File: src/rtl/trap_sequencer.sv
// trap_sequencer: machine-mode trap entry (drain, CSR save, flush, redirect) and MRET sequencing.
// Optional taken-interrupt counter on irq_count_o when TRAP_STATS_EN is defined.
module trap_sequencer #(
    parameter int         DRAIN_TIMEOUT = 64,
    parameter logic [1:0] MPP_VAL       = 2'b11
) (
    input  logic        clk_i,
    input  logic        rst_i,
    input  logic        interrupt_valid_i,
    input  logic [31:0] handler_addr_i,
    input  logic [31:0] ecause_i,
    input  logic [31:0] epc_i,
    input  logic        pipe_busy_i,
    input  logic        mret_i,
    input  logic [31:0] mepc_i,
    input  logic [31:0] mstatus_i,
    output logic        stall_o,
    output logic        flush_o,
    output logic        redirect_o,
    output logic [31:0] redirect_pc_o,
    output logic        csr_we_o,
    output logic [31:0] mepc_o,
    output logic [31:0] mcause_o,
    output logic [31:0] mstatus_o,
    output logic        irq_ack_o,
    output logic        drain_timeout_o,
    output logic [31:0] irq_count_o
);
    typedef enum logic [2:0] {IDLE, DRAIN, SAVE, REDIR, MRET} state_t;
    localparam int CW = $clog2(DRAIN_TIMEOUT + 2);
    state_t         state_q, state_d;
    logic [CW-1:0]  cnt_q, cnt_d;
    logic [31:0]    epc_q, epc_d, cause_q, cause_d, handler_q, handler_d;
    logic           to_q, to_d, timeout;

    always_ff @(posedge clk_i or negedge rst_i) begin
        if (!rst_i) begin
            state_q   <= IDLE;
            cnt_q     <= '0;
            epc_q     <= '0;
            cause_q   <= '0;
            handler_q <= '0;
            to_q      <= 1'b0;
        end else begin
            state_q   <= state_d;
            cnt_q     <= cnt_d;
            epc_q     <= epc_d;
            cause_q   <= cause_d;
            handler_q <= handler_d;
            to_q      <= to_d;
        end
    end

    always_comb begin
        timeout   = (DRAIN_TIMEOUT != 0) && (cnt_q == CW'(DRAIN_TIMEOUT - 1));
        state_d   = state_q;
        cnt_d     = '0;
        epc_d     = epc_q;
        cause_d   = cause_q;
        handler_d = handler_q;
        to_d      = to_q;
        case (state_q)
            IDLE: state_d = interrupt_valid_i ? DRAIN : mret_i ? MRET : IDLE;
            DRAIN: begin
                cnt_d = cnt_q + 1'b1;
                // a timeout counts as drained, but an abort still wins while busy
                if (!pipe_busy_i || (interrupt_valid_i && timeout)) begin
                    state_d   = SAVE;
                    cnt_d     = '0;
                    epc_d     = epc_i;
                    cause_d   = ecause_i;
                    handler_d = handler_addr_i & 32'hFFFF_FFFC;
                    to_d      = to_q | pipe_busy_i;
                end else if (!interrupt_valid_i) begin
                    state_d = IDLE;
                    cnt_d   = '0;
                end
            end
            SAVE:    state_d = REDIR;
            default: state_d = IDLE;
        endcase
    end

    always_comb begin
        stall_o         = rst_i & ((state_q != IDLE) | interrupt_valid_i);
        csr_we_o        = (state_q == SAVE) || (state_q == MRET);
        flush_o         = (state_q == REDIR) || (state_q == MRET);
        redirect_o      = flush_o;
        irq_ack_o       = state_q == REDIR;
        redirect_pc_o   = (state_q == MRET) ? (mepc_i & 32'hFFFF_FFFC) : handler_q;
        mepc_o          = epc_q & 32'hFFFF_FFFC;
        mcause_o        = cause_q;
        drain_timeout_o = to_q;
        mstatus_o       = '0;
        if (state_q == SAVE) begin
            mstatus_o        = mstatus_i;
            mstatus_o[7]     = mstatus_i[3];
            mstatus_o[3]     = 1'b0;
            mstatus_o[12:11] = MPP_VAL;
        end else if (state_q == MRET) begin
            mstatus_o        = mstatus_i;
            mstatus_o[3]     = mstatus_i[7];
            mstatus_o[7]     = 1'b1;
            mstatus_o[12:11] = 2'b00;
        end
    end

`ifdef TRAP_STATS_EN
    logic [31:0] irq_cnt_q, irq_cnt_d;
    always_comb irq_cnt_d = (irq_ack_o && irq_cnt_q != '1) ? irq_cnt_q + 32'd1 : irq_cnt_q;
    always_ff @(posedge clk_i or negedge rst_i) begin
        if (!rst_i) irq_cnt_q <= '0;
        else        irq_cnt_q <= irq_cnt_d;
    end
    assign irq_count_o = irq_cnt_q;
`else
    assign irq_count_o = '0;
`endif
endmodule

File: config.mk
export PLATFORM = sky130hd
export DESIGN_NAME = trap_sequencer
export DESIGN_NICKNAME = d
export VERILOG_FILES = /design/src/rtl/trap_sequencer.sv
export SDC_FILE = /design/constraint.sdc
export NUM_CORES = 1
export LEC_CHECK = 0
export CAP_MARGIN = 10
export CELL_PAD_IN_SITES_DETAIL_PLACEMENT = 0
export CELL_PAD_IN_SITES_GLOBAL_PLACEMENT = 1
export CORE_MARGIN = 3
export CORE_UTILIZATION = 33
export DETAILED_ROUTE_END_ITERATION = 12
export PLACE_DENSITY = 0.93
export SYNTH_ARGS = -nofsm -noshare
export SYNTH_HDL_FRONTEND = slang
export SYNTH_SLANG_ARGS = --single-unit
export TNS_END_PERCENT = 30
File: constraint.sdc
create_clock -name clk_i -period 4 [get_ports clk_i]
set_clock_uncertainty 0.1 [all_clocks]
set_input_delay 0.6 -clock clk_i [delete_from_list [all_inputs] [get_ports clk_i]]
set_output_delay 0.6 -clock clk_i [all_outputs]
set_load 0.01 [all_outputs]
== Yosys cells after proc, flatten, opt, wreduce, memory -nomap -nowiden ==
Cells that the tools add are included.
Storage, ports and cells
  bits in registers: 105
  input bits: 165
  output and inout port bits: 166
  logic and storage cells: 35
Cells by class
  add/sub/neg operators: 1
  equality and inequality tests: 6
  multiplexer cells: 11
  bitwise operators: 3
  reduce and logical (&&, ||, !) cells: 8
Operator list (number)
  32-bit 2-to-1 mux: 3
  7-bit 2-to-1 mux: 3
  3-bit 2-to-1 mux: 4
  3-bit one-hot mux with 3 select lines: 1
  7-bit by 1-bit adder with 7-bit output (second input constant): 1
  7-bit by 6-bit equality test with 1-bit output (second input constant): 1
  3-bit by 2-bit equality test with 1-bit output (second input constant): 2
  3-bit by 1-bit equality test with 1-bit output (second input constant): 1
  3-bit equality test (second input constant): 1
  3-bit logical NOT: 1
  1-bit logical OR: 3
  3-bit != test (second input constant): 1
  3-bit nonzero test: 1
  1-bit bitwise OR: 2
  2-bit AND reduction: 1
  1-bit AND: 1
  1-bit logical AND: 1
  1-bit logical NOT: 1

== Depth between registers and ports, before layout ==
  depth after elaboration: 5
  depth in mapped cells: 7
  gate-level depth less buffers: 4

== Worst setup path before layout ==
No wires, ideal clock.
  path type: register to output
  start point: reg state_q[1]
  end point: out redirect_pc_o[10]
  data arrival time: 1.418 ns
  required time: 3.300 ns
  setup slack: 1.882 ns
  stages on the path, launching flop included: 5
  path buffers: 2
  cell sequence: dfrtp_1 > buf_2 > nor3b_2 > buf_4 > mux2_2
On the way
  longest elaborated chain between the ends: 2
RTL lines
  start, declared: line 31  | state_t state_q, state_d;
  start signal, assigned: line 45  | state_q <= state_d;
  3-bit equality test: line 90  | redirect_pc_o = (state_q == MRET) ? (mepc_i & 32'hFFFF_FFFC) : handler_q;
  32-bit 2-to-1 mux: line 90
  end, declared: line 20  | output logic [31:0] redirect_pc_o,
No other way between the ends.

== Worst setup path in the final report ==
  start point: reg state_q[1]
  end point: out redirect_pc_o[20]
Same word-level chain as after synthesis.

==> impl_results.md <==
- Clock Path Buffers: 2
- Grt ovf: 0
- Die width: between 150 and 200 um
- Cell Chain, Critical Path: nor3b_4 -> buf_4 -> mux2_2 -> clkdlybuf4s50_1
- Later-pin clock latency in the skew report: ~350 ps
- CP Capture Type: primary output
- HPWL Detailed: roughly 15000 um
- Int Power: slightly below 4 mW
- PwrDens: 588 mW/mm^2
- Max-cap violations: 0
- TritonRoute pass-1 iters: 4
- Initial drt markers: 372
- Ant diodes: 0
- Total CTS buffers: 9
- Synthesized area per cell: just over 9 sq um
- CTS tree: built
- Global placement routability congestion: slightly below 0.8
- Non-filler instance count after layout: 1294
- RSZ-0062 raised after global routing: false
- H-tree lvl count: 3
- Largest net degree at the start of global routing: 144
- Multi-input logic area: between 0.004 and 0.005 sq mm
- DRC viols: 0
- Period utilization: 0.781
- Area Growth Syn to Fin: 42.7%
- Post-cts sizing count: 0
- WHS: roughly 130 ps
- Max_slew headroom: 0.343
- Num rows: 53
- Most common flop cell mapped by yosys: dfrtp_1
- Final Util: 0.488
- Vias per cell: roughly 5.4
- Gate power share: 0.546
- VDD IR max: approximately 450 uV
- Final Hold Vio Count: 0
- Routed Antenna Nets: 0
- Core Footprint: 0.0214 sq mm
- Cells after Synth: just under 800
- Root buffer cell: clkbuf_16
- Placed cells: between 1k and 1.5k
- Yosys warns: 0
- Setup Fix Bufs, Post-CTS: 0
- Pins Over Slew Limit: 0
- Via count: around 6.9k
- Slowest-stage cell, CP: dfrtp_1
- Netlist cell types: 32
- Reg2Reg Depth: 4
- Highest clock rate: about 320 MHz
- Number of synthesized flops with an enable pin: 0
- Register area share after synthesis: 0.353
- CTS clk-pin slew, worst paths: 70 ps
- Yosys reg bits: 103
- Hold crit path type: primary input to async pin
- Status: complete, no violations
- First-pass GRT wire length: between 30000 and 40000 um
- DIE HEIGHT: about 150 um
- RR Startpoint: state_q[0]
- Crit path largest cell delay: approximately 490 ps
- Post-Synthesis Cell Area: roughly 0.0073 sq mm
- Tightest Pin Transition: between 900 and 1000 ps
- CP required: ~3300 ps
- Final nets: between 1k and 1.5k
- Crit path time final: roughly 3100 ps
- FF-to-FF setup slack: about 1800 ps
- CP delay by family, top: buffers and inverters
- Die Area: approximately 0.024 sq mm
- Net Sw Power: 2.23 mW
- Clk sink count: 103
- Routed length per instance: between 15 and 20 um
- DP Worst Slack: between 1000 and 1500 ps
- Clock power share: 0.155
- Initial Util: 0.342
- Cts hold-fix bufs: 0
- Worst setup SP type: register
- # setup viols final: 0
- Leakage: ~3.7 nW
- I/O Buffers: between 200 and 300
- Initial antenna violation count: 1
- Sw frac: 0.364
- Async set-or-reset flop fraction in the synthesized netlist: 1.00
- # IOs: 331
- Register area: 0.00258 sq mm
- Setup WS post-layout: roughly 880 ps
- Crit path DAT: between 2000 and 2500 ps
- Final setup TNS: 0 ps
- Overall fraction of global-route tracks in use: 0.186
- Reg power frac: 0.299
- Worst path bufs/invs: 2
- Crit path max fanout: 32
- Vias in the first global route: between 6k and 7k
- Fraction of layout cells with a size suffix above 1: 0.0667
- # fillers: about 2.0k
- Wirelength, routed: between 20000 and 25000 um
- R2R Path End: mcause_o[17]
- Setup CP Type: register to primary output
## placed cells by master (no fill, tap or decap), drive strengths merged, types with 2 or more instances in the layout
cell type	netlist	layout
mux2	30	30
clkinv	0	3
clkdlybuf4s50	0	284
conb	1	36
nand4	93	93
mux2i	92	92
nand3	95	95
a21o	2	2
inv	3	3
nor2	8	8
buf	90	16
clkbuf	36	12
dfrtp	103	103
nand2	4	4
a21oi	2	2
xor2	2	2
nor3b	2	2
and2	32	32
o211ai	92	92
nor2b	93	93
xnor2	2	2
o21ai	3	3
## per-stage QoR
step / instance area, sq um / power, mW
after CTS: 10400 / 6.20
after detailed placement: 10100 / 5.21
after floorplan: 7440 / 3.71
final: 10400 / 6.13
after global routing: 10400 / 6.53
after global placement: 10100 / 5.15
## logic make-up (layout without fill, tap and decap cells)
| family | Yosys count | in the layout | synth area share |
|---|---|---|---|
| compound gates | 101 | 101 | 0.103 |
| xor+xnor | 4 | 4 | 0.00480 |
| fa+ha+maj | 1 | 1 | 0.00171 |
| buf+inv | 129 | 319 | 0.0971 |
| flops | 103 | 103 | 0.353 |
| mux | 122 | 122 | 0.172 |
| other cells | 1 | 36 | 0.000513 |
| simple gates | 333 | 333 | 0.267 |
## flip-flops by register name, summed over array words and instances (netlist names)
name / cells
mcause_o: 32
state_q: 3
cnt_q: 7
drain_timeout_o: 1
handler_q: 30
epc_q: 30
## cells in the mapped netlist (all sizes together) (2+ instances only)
| cell type | number | area [sq um] |
|---|---|---|
| clkbuf | 36 | 135 |
| dfrtp | 103 | 2580 |
| nor2 | 8 | 30.0 |
| and2 | 32 | 200 |
| nand4 | 93 | 582 |
| buf | 90 | 563 |
| nand2 | 4 | 15.0 |
| xnor2 | 2 | 17.5 |
| inv | 3 | 11.3 |
| a21oi | 2 | 10.0 |
| mux2i | 92 | 921 |
| mux2 | 30 | 338 |
| xor2 | 2 | 17.5 |
| o21ai | 3 | 15.0 |
| o211ai | 92 | 691 |
| nor3b | 2 | 25.0 |
| a21o | 2 | 15.0 |
| nor2b | 93 | 582 |
| nand3 | 95 | 475 |
## worst max-delay path by stage
stage / startpoint / end / slack [ps] / cells past startpoint
2_1_floorplan: state_q[1] / redirect_pc_o[10] / 1880 / 4
3_3_place_gp: interrupt_valid_i / mcause_o[20] / 1220 / 5
3_5_place_dp: interrupt_valid_i / handler_q[25] / 1220 / 5
4_1_cts: state_q[1] / redirect_pc_o[20] / 840 / 4
5_1_grt: state_q[2] / redirect_pc_o[27] / 770 / 4
6_report: state_q[1] / redirect_pc_o[20] / 880 / 4
## layout make-up
class,count,area share
Timing Repair Buffer,300,0.288
Tap cell,275,0.0330
Multi-Input combinational cell,597,0.400
Sequential cell,103,0.247
Inverter,3,0.00108
Clock buffer,12,0.0256
Clock inverter,4,0.00504
## worst reg2reg max path: stages (launching register included)
cell and delay, ps:
dfrtp_1 480, nor3b_4 290, buf_12 470, mux2i_1 600, nand3_1 110
## layer usage
| layer | wire [um] | track usage | vias up | share of wire |
|---|---|---|---|---|
| met5 | 13 | 0 | - | 0.00057 |
| met4 | 323 | 0.0446 | 2 | 0.014 |
| met3 | 1490 | 0.0434 | 20 | 0.065 |
| met2 | 11100 | 0.299 | 232 | 0.48 |
| met1 | 10100 | 0.253 | 3381 | 0.44 |
| li1 | - | - | 3301 | - |
## power groups by stage
stage                     clock network, mW  registers, mW  logic, mW
after floorplan                           0           1.89       1.82
after global placement                    0           1.83       3.32
after detailed placement                  0           1.85       3.37
after CTS                             0.991           1.83       3.38
after global routing                   1.02           1.90       3.62
final                                 0.949           1.83       3.35
Note: power is estimated with default switching activity, not from simulation.
